File: src/rtl/f_pkg.sv
// Shared types and constants for the FCLASS scheduling slice: class mask width,
// integer XLEN, result entry layout and output-buffer occupancy encoding.
package f_pkg;
  localparam int CLASS_W    = 10;
  localparam int XLEN       = 64;
  localparam int TAG_W_DFLT = 5;

  typedef struct packed {
    logic                  lane;
    logic [TAG_W_DFLT-1:0] tag;
    logic [CLASS_W-1:0]    cls;
  } f_cls_entry_t;

  typedef enum logic [1:0] {OB_EMPTY, OB_PART, OB_FULL} ob_state_e;
endpackage

File: src/rtl/f_class.sv
// Combinational RISC-V FCLASS on a recoded (33/65-bit) float operand.
// Exponent top bits: 000 zero, 110 infinity, 111 NaN; below min-normal is subnormal.
module f_class
  import f_pkg::*;
(
  input  logic [64:0]        rec_fn,
  input  logic               fp64,
  output logic [CLASS_W-1:0] cls
);
  logic        sign;
  logic        is_zero;
  logic        is_special;
  logic        is_nan;
  logic        is_inf;
  logic        is_sub;
  logic        is_norm;
  logic        sig_msb;
  logic [11:0] exp_d64;
  logic [8:0]  exp_s32;
  logic        unused_bits;

  assign exp_d64     = rec_fn[63:52];
  assign exp_s32     = rec_fn[31:23];
  assign unused_bits = ^{rec_fn[50:33], rec_fn[21:0]};

  always_comb begin
    if (fp64) begin
      sign       = rec_fn[64];
      is_zero    = (exp_d64[11:9] == 3'b000);
      is_special = (exp_d64[11:10] == 2'b11);
      is_nan     = is_special & exp_d64[9];
      is_sub     = !is_zero && (exp_d64 < 12'd1026);
      sig_msb    = rec_fn[51];
    end else begin
      sign       = rec_fn[32];
      is_zero    = (exp_s32[8:6] == 3'b000);
      is_special = (exp_s32[8:7] == 2'b11);
      is_nan     = is_special & exp_s32[6];
      is_sub     = !is_zero && (exp_s32 < 9'd130);
      sig_msb    = rec_fn[22];
    end
    is_inf  = is_special & !is_nan;
    is_norm = !is_zero & !is_special & !is_sub;

    cls    = '0;
    cls[0] = sign & is_inf;
    cls[1] = sign & is_norm;
    cls[2] = sign & is_sub;
    cls[3] = sign & is_zero;
    cls[4] = !sign & is_zero;
    cls[5] = !sign & is_sub;
    cls[6] = !sign & is_norm;
    cls[7] = !sign & is_inf;
    cls[8] = is_nan & !sig_msb;
    cls[9] = is_nan & sig_msb;
  end
endmodule

File: src/rtl/f_class_obuf.sv
// Small circular result buffer with push/pop/flush and a combinational head.
// Depth need not be a power of two, so pointers wrap by compare.
module f_class_obuf
  import f_pkg::*;
#(
  parameter int DEPTH = 2,
  parameter int W     = 16
) (
  input  logic         clk,
  input  logic         rst,
  input  logic         flush,
  input  logic         push,
  input  logic [W-1:0] push_data,
  input  logic         pop,
  output logic [W-1:0] head_data,
  output logic         head_valid,
  output ob_state_e    state
);
  localparam int PTR_W = (DEPTH > 1) ? $clog2(DEPTH) : 1;
  localparam int CNT_W = $clog2(DEPTH + 1);
  localparam logic [PTR_W-1:0] LAST_PTR = PTR_W'(DEPTH - 1);
  localparam logic [CNT_W-1:0] FULL_CNT = CNT_W'(DEPTH);

  logic [W-1:0]     mem_q [DEPTH];
  logic [PTR_W-1:0] rd_ptr_q, rd_ptr_d;
  logic [PTR_W-1:0] wr_ptr_q, wr_ptr_d;
  logic [CNT_W-1:0] count_q, count_d;

  function automatic logic [PTR_W-1:0] ptr_inc(input logic [PTR_W-1:0] p);
    return (p == LAST_PTR) ? '0 : p + 1'b1;
  endfunction

  always_comb begin
    rd_ptr_d = rd_ptr_q;
    wr_ptr_d = wr_ptr_q;
    count_d  = count_q;
    if (flush) begin
      rd_ptr_d = '0;
      wr_ptr_d = '0;
      count_d  = '0;
    end else begin
      if (push) wr_ptr_d = ptr_inc(wr_ptr_q);
      if (pop)  rd_ptr_d = ptr_inc(rd_ptr_q);
      if (push && !pop)      count_d = count_q + 1'b1;
      else if (pop && !push) count_d = count_q - 1'b1;
    end
  end

  always_ff @(posedge clk) begin
    if (rst) begin
      rd_ptr_q <= '0;
      wr_ptr_q <= '0;
      count_q  <= '0;
    end else begin
      rd_ptr_q <= rd_ptr_d;
      wr_ptr_q <= wr_ptr_d;
      count_q  <= count_d;
    end
  end

  // Payload storage carries no reset; validity comes from count_q alone.
  always_ff @(posedge clk) begin
    if (push) mem_q[wr_ptr_q] <= push_data;
  end

  assign head_data  = mem_q[rd_ptr_q];
  assign head_valid = (count_q != '0);

  always_comb begin
    state = OB_PART;
    if (count_q == '0)           state = OB_EMPTY;
    else if (count_q == FULL_CNT) state = OB_FULL;
  end
endmodule

File: src/rtl/f_class_sched.sv
// Round-robin sharing of one FCLASS unit between two FPU issue lanes; results are
// buffered and drained to integer writeback over valid/ready.
module f_class_sched
  import f_pkg::*;
#(
  parameter int TAG_W      = 5,
  parameter int OBUF_DEPTH = 2
) (
  input  logic             clk,
  input  logic             rst,
  input  logic             flush,
  input  logic             req0_valid,
  output logic             req0_ready,
  input  logic [64:0]      req0_rec_fn,
  input  logic             req0_fp64,
  input  logic [TAG_W-1:0] req0_tag,
  input  logic             req1_valid,
  output logic             req1_ready,
  input  logic [64:0]      req1_rec_fn,
  input  logic             req1_fp64,
  input  logic [TAG_W-1:0] req1_tag,
  output logic             wb_valid,
  input  logic             wb_ready,
  output logic             wb_lane,
  output logic [TAG_W-1:0] wb_tag,
  output logic [63:0]      wb_data,
  output logic             busy
);
  typedef struct packed {
    logic               lane;
    logic [TAG_W-1:0]   tag;
    logic [CLASS_W-1:0] cls;
  } sched_entry_t;

  logic               rr_q, rr_d;
  logic               grant0, grant1, push, pop, space;
  logic               head_valid;
  ob_state_e          ob_state;
  logic [64:0]        sel_rec_fn;
  logic               sel_fp64;
  logic [CLASS_W-1:0] cls;
  sched_entry_t       push_entry, head_entry;

  always_comb begin
    pop    = head_valid & wb_ready;
    space  = (ob_state != OB_FULL) | pop;
    grant0 = 1'b0;
    grant1 = 1'b0;
    if (space && !flush && !rst) begin
      if (req0_valid && (!req1_valid || !rr_q)) grant0 = 1'b1;
      else if (req1_valid)                      grant1 = 1'b1;
    end
    push = grant0 | grant1;
    rr_d = rr_q;
    if (grant0)      rr_d = 1'b1;
    else if (grant1) rr_d = 1'b0;
  end

  always_ff @(posedge clk) begin
    if (rst) rr_q <= 1'b0;
    else     rr_q <= rr_d;
  end

  assign sel_rec_fn = grant1 ? req1_rec_fn : req0_rec_fn;
  assign sel_fp64   = grant1 ? req1_fp64 : req0_fp64;
  assign push_entry = '{lane: grant1, tag: (grant1 ? req1_tag : req0_tag), cls: cls};

  f_class u_class (
    .rec_fn (sel_rec_fn),
    .fp64   (sel_fp64),
    .cls    (cls)
  );

  f_class_obuf #(
    .DEPTH (OBUF_DEPTH),
    .W     ($bits(sched_entry_t))
  ) u_obuf (
    .clk        (clk),
    .rst        (rst),
    .flush      (flush),
    .push       (push),
    .push_data  (push_entry),
    .pop        (pop),
    .head_data  (head_entry),
    .head_valid (head_valid),
    .state      (ob_state)
  );

  assign req0_ready = grant0;
  assign req1_ready = grant1;
  assign wb_valid   = head_valid;
  assign busy       = head_valid;
  assign wb_lane    = head_entry.lane;
  assign wb_tag     = head_entry.tag;
  assign wb_data    = {{(XLEN - CLASS_W){1'b0}}, head_entry.cls};
endmodule
File: config.mk
export PLATFORM = sky130hd
export DESIGN_NAME = f_class_sched
export DESIGN_NICKNAME = d
export VERILOG_FILES = /design/src/rtl/f_pkg.sv /design/src/rtl/f_class.sv /design/src/rtl/f_class_obuf.sv /design/src/rtl/f_class_sched.sv
export SDC_FILE = /design/constraint.sdc
export NUM_CORES = 1
export LEC_CHECK = 0
export ABC_CLOCK_PERIOD_IN_PS = 5350
export CAP_MARGIN = 0
export CORE_UTILIZATION = 38
export CTS_CLUSTER_SIZE = 40
export DETAILED_ROUTE_END_ITERATION = 7
export PLACE_DENSITY_LB_ADDON = 0.2
export SLEW_MARGIN = 25
export SYNTH_ARGS = -nofsm -noshare
export SYNTH_HDL_FRONTEND = slang
export SYNTH_HIERARCHICAL = 1
export SYNTH_SLANG_ARGS = --single-unit
File: constraint.sdc
create_clock -name clk -period 5.35 [get_ports clk]
set_input_delay 0.535 -clock clk [delete_from_list [all_inputs] [get_ports clk]]
set_output_delay 0.535 -clock clk [all_outputs]
set_load 0.01 [all_outputs]
-- Word-level counts from Yosys, hierarchy flattened
Memory sizes are Yosys's and may differ from the RTL's. A register that Yosys moved wholly into a read port is not among the register bits.
Index checks and enable logic that the tools add are counted.
- bits in registers: 5
- latch bits: 0
- memory bits (writable): 32
- memory bits (read-only): 0
- input port bits: 148
- output and inout bits: 74
- logic and storage cells: 88
- memories kept: 1
- memory list (memory ; depth ; width ; rd ports ; clocked after memory_dff ; wr ports ; RTL line ; source):
    u_obuf.mem_q ; 2 ; 16 ; 1 ; 1 ; 1 ; f_class_obuf.sv:24 ; logic [W-1:0] mem_q [DEPTH];
- add/subtract/negate cells: 4
- multipliers: 0
- div/mod/pow operators: 0
- magnitude comparators: 2
- equal/unequal tests: 4
- shifts and indexed selects: 0
- muxes and demuxes: 26
- bitwise gates (word level): 18
- reductions and logical operators: 29
- operators with widths (cell ; number):
    $mux 65 ; 1
    $mux 1 ; 20
    $and 1x1->1 ; 16
    $logic_not 1->1 ; 14
    $lt 12x11->1 const B ; 1
    $lt 9x8->1 const B ; 1
    $mux 2 ; 4
    $logic_and 1x1->1 ; 7
    $eq 2x2->1 const B ; 3
    $logic_not 3->1 ; 2
    $reduce_bool 2->1 ; 3
    $mux 5 ; 1
    $add 1x1->1 const B ; 2
    $add 2x1->2 const B ; 1
    $logic_not 2->1 ; 1
    $ne 2x2->1 const B ; 1
    $or 1x1->1 ; 2
    $reduce_or 2->1 ; 1
    $sub 2x1->2 const B ; 1
    $logic_or 1x1->1 ; 1

-- Longest topological paths before layout
Gate-level depths: netlist (run 1).
- depth in word-level cells: 16
- mapped depth: 10
- mapped depth without buffers: 8

-- Cells and area by module
The synthesis (run 1) kept the hierarchy.
- by module, submodules not included (module ; instances ; cells each ; area an instance (um2) ; sequential area each (um2)):
    f_class_sched ; 1 ; 149 ; 1417.6 ; 20.0
    f_class_obuf ; 1 ; 73 ; 1383.8 ; 1061.0
    f_class ; 1 ; 39 ; 260.2 ; 0.0

-- Worst setup path before layout (run 1)
OpenSTA, ideal clock, no wires.
- path type: register -> register
- start: register u_obuf.count_q[0]
- end: memory u_obuf.mem_q[0][1], data pin
- library setup time: 0.271 ns
- data arrival time: 2.631 ns
- data required time: 5.079 ns
- slack: 2.448 ns
- stages on the path, launching flop included: 10
- buffers on the path: 2
- clock period less this slack: 2.902 ns
- path through: dfxtp_1 -> dlygate4sd3_1 -> nand2b_1 -> o2111ai_4 -> buf_6 -> mux2_2 -> nor4b_4 -> a21oi_2 -> o31ai_1 -> nor3_1
- elaborated cells between the ends (all ways): 33
- classes of those cells: order compare: 2; eq/ne: 4; mux: 9; bitwise: 5; reduce/logical: 13
- RTL lines (what ; RTL line ; source):
    from (decl) ; f_class_obuf.sv:27 ; logic [CNT_W-1:0] count_q, count_d;
    from (signal assigned) ; f_class_obuf.sv:57 ; count_q <= count_d;
    $eq 2x2->1 ; f_class_obuf.sv:72 ; else if (count_q == FULL_CNT) state = OB_FULL;
    $mux 2 ; f_class_obuf.sv:72 ;
    $mux 2 * ; f_class_obuf.sv:71 ; if (count_q == '0) state = OB_EMPTY;
    named net ob_state[0] ; f_class_sched.sv:38 ; ob_state_e ob_state;
    $ne 2x2->1 * ; f_class_sched.sv:46 ; space = (ob_state != OB_FULL) | pop;
    $or 1x1->1 * ; f_class_sched.sv:46 ;
    $logic_and 1x1->1 * (2 in series) ; f_class_sched.sv:49 ; if (space && !flush && !rst) begin
    $mux 1 * ; f_class_sched.sv:49 ;
    $mux 65 * ; f_class_sched.sv:64 ; assign sel_rec_fn = grant1 ? req1_rec_fn : req0_rec_fn;
    named net sel_rec_fn[28] ; f_class_sched.sv:39 ; logic [64:0] sel_rec_fn;
    $lt 9x8->1 * ; f_class.sv:39 ; is_sub = !is_zero && (exp_s32 < 9'd130);
    $logic_and 1x1->1 * ; f_class.sv:39 ;
    $mux 1 * ; f_class.sv:27 ; if (fp64) begin
    $logic_not 1->1 * ; f_class.sv:43 ; is_norm = !is_zero & !is_special & !is_sub;
    $and 1x1->1 * ; f_class.sv:43 ;
    $and 1x1->1 * ; f_class.sv:47 ; cls[1] = sign & is_norm;
    named net cls[1] ; f_class_sched.sv:41 ; logic [CLASS_W-1:0] cls;
    to (decl) ; f_class_obuf.sv:24 ;
Mark *: on every way through the listed nets, which the timed path passes. The rest lies on a longest branch.

-- Worst setup path in the final report (run 1)
- start: register u_obuf.count_q[0]
- end: memory u_obuf.mem_q[1][2], data pin
- elaborated cells between the ends (all ways): 24
- classes of those cells: order compare: 2; eq/ne: 2; mux: 7; bitwise: 3; reduce/logical: 10
- RTL lines (what ; RTL line ; source):
    $eq 2x2->1 ; f_class_obuf.sv:72 ;
    $mux 2 ; f_class_obuf.sv:72 ;
    $mux 2 ; f_class_obuf.sv:71 ;
    $ne 2x2->1 ; f_class_sched.sv:46 ;
    $or 1x1->1 * ; f_class_sched.sv:46 ;
    $logic_and 1x1->1 * (2 in series) ; f_class_sched.sv:49 ;
    $mux 1 * ; f_class_sched.sv:49 ;
    $mux 1 * ; f_class_sched.sv:65 ; assign sel_fp64 = grant1 ? req1_fp64 : req0_fp64;
    named net sel_fp64 ; f_class_sched.sv:40 ; logic sel_fp64;
    $mux 1 ; f_class.sv:27 ;
    $and 1x1->1 * ; f_class.sv:48 ; cls[2] = sign & is_sub;
    named net cls[2] ; f_class_sched.sv:41 ;
Marks and branches as above.

==> flow_metrics.env, run 1 <==
export IMPL_coreArea_sq_mm=0.00642
export IMPL_place_inst=366
export IMPL_clkPwrFrac_pct=32.4
export IMPL_crit_family="compound AO/OA/AOI/OAI gates"
export IMPL_cts_max_level=2
export IMPL_switching_power_uw=166
export IMPL_grt_pass1_vias=1610
export IMPL_fmax_mhz=296
export IMPL_netSwitchingFraction_pct=23.0
export IMPL_path_buf_inv=0
export IMPL_drtIter0Drc=49
export IMPL_cts_sinks=38
export IMPL_finalHoldViolations=0
export IMPL_hold_slack_ns=0.486
export IMPL_drc=18
export IMPL_first_pass_iters=6
export IMPL_routed_wl_um=4520
export IMPL_clk_latency_ns=0.28
export IMPL_gp_congestion=0.777
export IMPL_cts_hold_buffers=0
export IMPL_violations="design-rule violations"
export IMPL_cp_max_fo=30
export IMPL_crit_slowest_cell="o2111ai_4"
export IMPL_numCtsBuffers=5
export IMPL_start_util_pct=40.0
export IMPL_critPathKind="reg -> reg"
export IMPL_multiInputGateArea_sq_mm=0.00117
export IMPL_power_leakage_nw=1.27
export IMPL_final_period_utilization_pct=63.1
export IMPL_clock_skew_ns=0.00339
export IMPL_cts_tree="done"
export IMPL_syn_to_final_growth_pct=28.9
export IMPL_clockBufferDepth=2
export IMPL_dieArea_sq_mm=0.00709
export IMPL_ant_nets=0
export IMPL_tightest_slew_ns=0.992
export IMPL_nets=445
export IMPL_rsz0062_at_grt="false"
export IMPL_worst_path_stages=8
export IMPL_antenna_found_initial=0
export IMPL_grt_max_degree=31
export IMPL_cp_arrival_ns=3.40
export IMPL_setup_violations=0
export IMPL_p_int_uw=553
export IMPL_status="complete, but fails checks"
export IMPL_grtUsageTotal_pct=13.3
export IMPL_dp_hpwl_um=3410
export IMPL_comb_power_share_pct=21.3
export IMPL_diodes=0
export IMPL_slew_violations=0
export IMPL_viasPerCell=4.53
export IMPL_tns_ns=0
export IMPL_seq_area_sq_mm=0.00108
export IMPL_pwr_density_cell_mw_per_mm2=217
export IMPL_cpPeakStageDelay_ns=0.85
export IMPL_crit_path_cell_trace="or2_2, and2_0, o2111ai_4, mux2_2, nor4bb_1, a41oi_1, o31a_1, nor2_1"
export IMPL_startpoint_type="flop"
export IMPL_peakVddDrop_v=0.0000955
export IMPL_rows=29
export IMPL_gr_total_overflow=0
export IMPL_io_pins=222
export IMPL_slew_headroom_pct=33.8
export IMPL_syn_inst=217
export IMPL_ys_warnings_count=6
export IMPL_dr_total_vias=1694
export IMPL_postCtsSetupBuffers=0
export IMPL_die_w_um=84.2
export IMPL_r2r_cells=8
export IMPL_drive_gt1_share_pct=20.9
export IMPL_end_kind="flop"
export IMPL_grt_pass1_wl_um=7320
export IMPL_syn_cell_area_sq_mm=0.00257
export IMPL_avgSynthCellArea_sq_um=11.8
export IMPL_nFillCells=570
export IMPL_cts_resized_gates=0
export IMPL_cts_root_buf="clkbuf_8"
export IMPL_avgRoutedWirePerCell_um=12.1
export IMPL_pwr_share_seq_pct=46.3
export IMPL_holdPathStages=2
export IMPL_final_cell_count_no_fill=374
export IMPL_final_common_cell="clkdlybuf4s50_1"
export IMPL_cp_required_ns=5.37
export IMPL_port_buffers=83
export IMPL_layout_common_cells="83 x clkdlybuf4s50_1, 54 x conb_1, 46 x mux2_2"
export IMPL_worstHoldPathType="reg -> reg"
export IMPL_fin_crit_ns=3.38
export IMPL_cap_viol_max_count=0
export IMPL_clk_pin_slew_ns=0.07
export IMPL_fp_dieH_um=84.2
-- final timing paths --
path / start / endpoint / slack (ns)
hold / removal: rr_q / rr_q / 0.49
setup reg to reg: u_obuf/count_q[0] / u_obuf/mem_q[1][2] / 1.97
hold reg to reg: rr_q / rr_q / 0.49
setup / recovery: u_obuf/count_q[0] / u_obuf/mem_q[1][2] / 1.97
-- metal layers --
layer  global-route usage (%)  wire length [um]  vias to the layer above  share of wire (%)
met2                     22.0              2020                      108                 45
met5                        0                 0                        -                  0
met4                     5.64                78                        0                1.7
li1                         -                 -                      820                  -
met3                     4.23               485                        5                 11
met1                     16.0              1930                      761                 43
-- through the flow --
step	setup slack [ns]	util, %	total power [mW]	instance area [sq um]
2_1_floorplan	2.52	-	0.454	2770
3_3_place_gp	1.71	49.8	0.492	3200
3_5_place_dp	1.69	49.8	0.493	3200
4_1_cts	1.90	51.5	0.728	3310
5_1_grt	1.69	51.5	0.758	3310
6_report	1.97	51.5	0.719	3310
-- power groups by stage --
stage / clock network (mW) / registers [mW] / logic (mW)
2_1_floorplan: 0 / 0.338 / 0.115
3_3_place_gp: 0 / 0.340 / 0.152
3_5_place_dp: 0 / 0.340 / 0.153
4_1_cts: 0.240 / 0.333 / 0.154
5_1_grt: 0.256 / 0.334 / 0.168
6_report: 0.233 / 0.333 / 0.153
-- flip-flops by register name, indices dropped and copies added, names as in the netlist, named ones only --
| register | count |
|---|---|
| u_obuf/rd_ptr_q | 1 |
| u_obuf/mem_q | 32 |
| rr_q | 1 |
| u_obuf/count_q | 2 |
| u_obuf/wr_ptr_q | 1 |
-- worst reg2reg max path, stage by stage (launching register included) --
cell and delay, ns:
dfxtp_1 0.35, or2_2 0.32, and2_0 0.30, o2111ai_4 0.85, mux2_2 0.56, nor4bb_1 0.17, a41oi_1 0.27, o31a_1 0.23
nor2_1 0.07
-- area by class of cell --
class | count | share of cell area [%]
Multi-Input combinational cell | 164 | 35.4
Sequential cell | 38 | 32.7
Timing Repair Buffer | 84 | 25.3
Tap cell | 77 | 2.91
Clock buffer | 5 | 2.08
Clock inverter | 3 | 1.21
Inverter | 3 | 0.341
Note: power is estimated with default switching activity, not from simulation.
==> run 2: changes to the inputs <==
ABC_CLOCK_PERIOD_IN_PS = 3300   (was 5350)
CORE_UTILIZATION = 35   (was 38)
clock period = 3.3 ns   (was 5.35 ns; I/O delays follow)
==> run 2 against run 1 <==
The run now ends clean. Die area increased by 8.4%. Critical endpoint is now u_obuf/mem_q[0][6]. Final cell count is 6.4% higher. Total power grew 51%. Worst setup slack got worse by 1.6 ns. Combinational power rose by 65%. Non-clock buffer count up 5. Final area up 1.0%. Core utilization shrank 3.4 points.
==> flow_metrics.env, run 2 (synthesized netlist as in run 1, its figures left out) <==
export IMPL_status="finished, final reports clean"
export IMPL_final_cell_count_no_fill=398
export IMPL_cpPeakStageDelay_ns=0.42
export IMPL_tightest_slew_ns=0.734
export IMPL_nets=450
export IMPL_fin_util_pct=48.1
export IMPL_startpoint_type="flop"
export IMPL_die_w_um=87.6
export IMPL_seq_area_sq_mm=0.00108
export IMPL_critPathKind="reg -> reg"
export IMPL_place_inst=390
export IMPL_switching_power_uw=265
export IMPL_grt_util_met1_pct=15.2
export IMPL_gr_total_overflow=0
export IMPL_pwr_density_cell_mw_per_mm2=326
export IMPL_cp_common_cell="nor3_1"
export IMPL_met3_usage_pct=3.11
export IMPL_end_kind="flop"
export IMPL_postCtsSetupBuffers=0
export IMPL_r2r_slack_ns=0.40
export IMPL_cts_hold_buffers=0
export IMPL_drive_gt1_share_pct=21.5
export IMPL_cp_required_ns=3.32
export IMPL_crit_path_cell_trace="or2_2, and2_0, o2111ai_4, buf_4, mux2_2, nor3_1, a21oi_2, o31ai_1, nor3_1"
export IMPL_slew_headroom_pct=51.0
export IMPL_clkPwrFrac_pct=27.1
export IMPL_multiInputGateArea_sq_mm=0.00117
export IMPL_rows=30
export IMPL_ant_nets=0
export IMPL_clk_latency_ns=0.28
export IMPL_fin_area_sq_mm=0.00334
export IMPL_clk_pin_slew_ns=0.07
export IMPL_rsz0062_at_grt="false"
export IMPL_top_register="u_obuf/mem_q"
export IMPL_drtIter0Drc=41
export IMPL_start_util_pct=37.0
export IMPL_clockBufferDepth=2
export IMPL_tns_ns=0
export IMPL_place_ws_ns=0.259
export IMPL_diodes=0
export IMPL_nFillCells=617
export IMPL_first_pass_iters=4
export IMPL_gp_congestion=0.736
export IMPL_drc=0
export IMPL_fmax_mhz=345
export IMPL_netSwitchingFraction_pct=24.4
export IMPL_cp_max_fo=22
export IMPL_finalHoldViolations=0
export IMPL_syn_to_final_growth_pct=30.2
export IMPL_slew_violations=0
export IMPL_grt_max_degree=23
export IMPL_cts_tree="done"
export IMPL_cts_root_buf="clkbuf_8"
export IMPL_grtUsageMet2_pct=22.2
export IMPL_cts_max_level=2
export IMPL_setup_violations=0
export IMPL_grt_pass1_vias=1645
export IMPL_io_pins=222
export IMPL_cts_resized_gates=0
export IMPL_viasPerCell=4.32
export IMPL_fin_crit_ns=2.90
export IMPL_avgRoutedWirePerCell_um=12.0
export IMPL_grtUsageTotal_pct=12.7
export IMPL_fp_dieH_um=87.6
export IMPL_grt_most_used_layer="met2"
export IMPL_grt_pass1_wl_um=7390
export IMPL_p_int_uw=823
export IMPL_cp_arrival_ns=2.92
export IMPL_crit_slowest_cell="mux2_2"
export IMPL_dieArea_sq_mm=0.00768
export IMPL_place_area_sq_mm=0.00326
export IMPL_layout_common_cells="83 x clkdlybuf4s50_1, 54 x conb_1, 46 x mux2_2"
export IMPL_final_period_utilization_pct=88.0
export IMPL_dp_hpwl_um=3780
export IMPL_pwr_share_seq_pct=49.7
export IMPL_comb_power_share_pct=23.2
export IMPL_final_common_cell="clkdlybuf4s50_1"
export IMPL_port_buffers=83
export IMPL_cap_viol_max_count=0
export IMPL_antenna_found_initial=0
export IMPL_peakVddDrop_v=0.000145
export IMPL_power_leakage_nw=1.27
export IMPL_routed_wl_um=4780
export IMPL_numCtsBuffers=5
export IMPL_cts_sinks=38
export IMPL_dr_total_vias=1721
export IMPL_fin_ws_ns=0.397
export IMPL_coreArea_sq_mm=0.00694
export IMPL_worstHoldPathType="reg -> reg"
export IMPL_clock_skew_ns=0.00739
export IMPL_top_regs="u_obuf/mem_q x32, u_obuf/count_q x2"
export IMPL_largest_reg_flops=32
[run 2: cell types whose count changed in the layout (fill, tap and decap cells not counted), sizes merged]
cell	previous run	this run
clkbuf	5	6
bufinv	1	0
buf	1	6
[run 2: layout make-up]
| cell class | instances | area share [%] |
|---|---|---|
| clock buffer | 6 | 2.17 |
| clock inverter | 2 | 0.262 |
| inverter | 3 | 0.337 |
| multi-input combinational | 164 | 35.1 |
| sequential | 38 | 32.4 |
| tap | 96 | 3.60 |
| timing repair buffer | 89 | 26.2 |
[run 2: worst max-delay path, delay by kind of cell (launching register included)]
family | cells | cell delay [ns]
AND/OR/NAND/NOR | 4 | 0.91
multiplexers | 1 | 0.42
buffers and inverters | 1 | 0.31
AO/OA/AOI/OAI | 3 | 0.63
flip-flops | 1 | 0.35
[run 2: through the flow]
stage / hold WS (ns) / total power, mW
finish: 0.467 / 1.09
global route: 0.507 / 1.14
CTS: 0.476 / 1.11
detailed placement: 0.467 / 0.805
global placement: 0.460 / 0.802
floorplan: 0.395 / 0.736
[run 2: path summary, 6_finish.rpt]
check | startpoint | endpoint | cells past startpoint
max reg2reg | u_obuf/count_q[0] | u_obuf/mem_q[0][6] | 9
min reg2reg | rr_q | rr_q | 2
min | rr_q | rr_q | 2
max | u_obuf/count_q[0] | u_obuf/mem_q[0][6] | 9
[run 2: power by group through the flow]
stage                     combinational (mW)  clock [mW]  sequential (mW)
after floorplan                        0.187           0            0.549
after global placement                 0.251           0            0.551
after detailed placement               0.254           0            0.551
after CTS                              0.255       0.311            0.541
after global routing                   0.278       0.324            0.542
final                                  0.253       0.295            0.540
[run 2: per-layer routing]
| metal | routed length [um] | share of wire [%] |
|---|---|---|
| met5 | 0 | 0 |
| met4 | 43 | 0.90 |
| met2 | 2230 | 47 |
| met1 | 2070 | 43 |
| met3 | 440 | 9.2 |
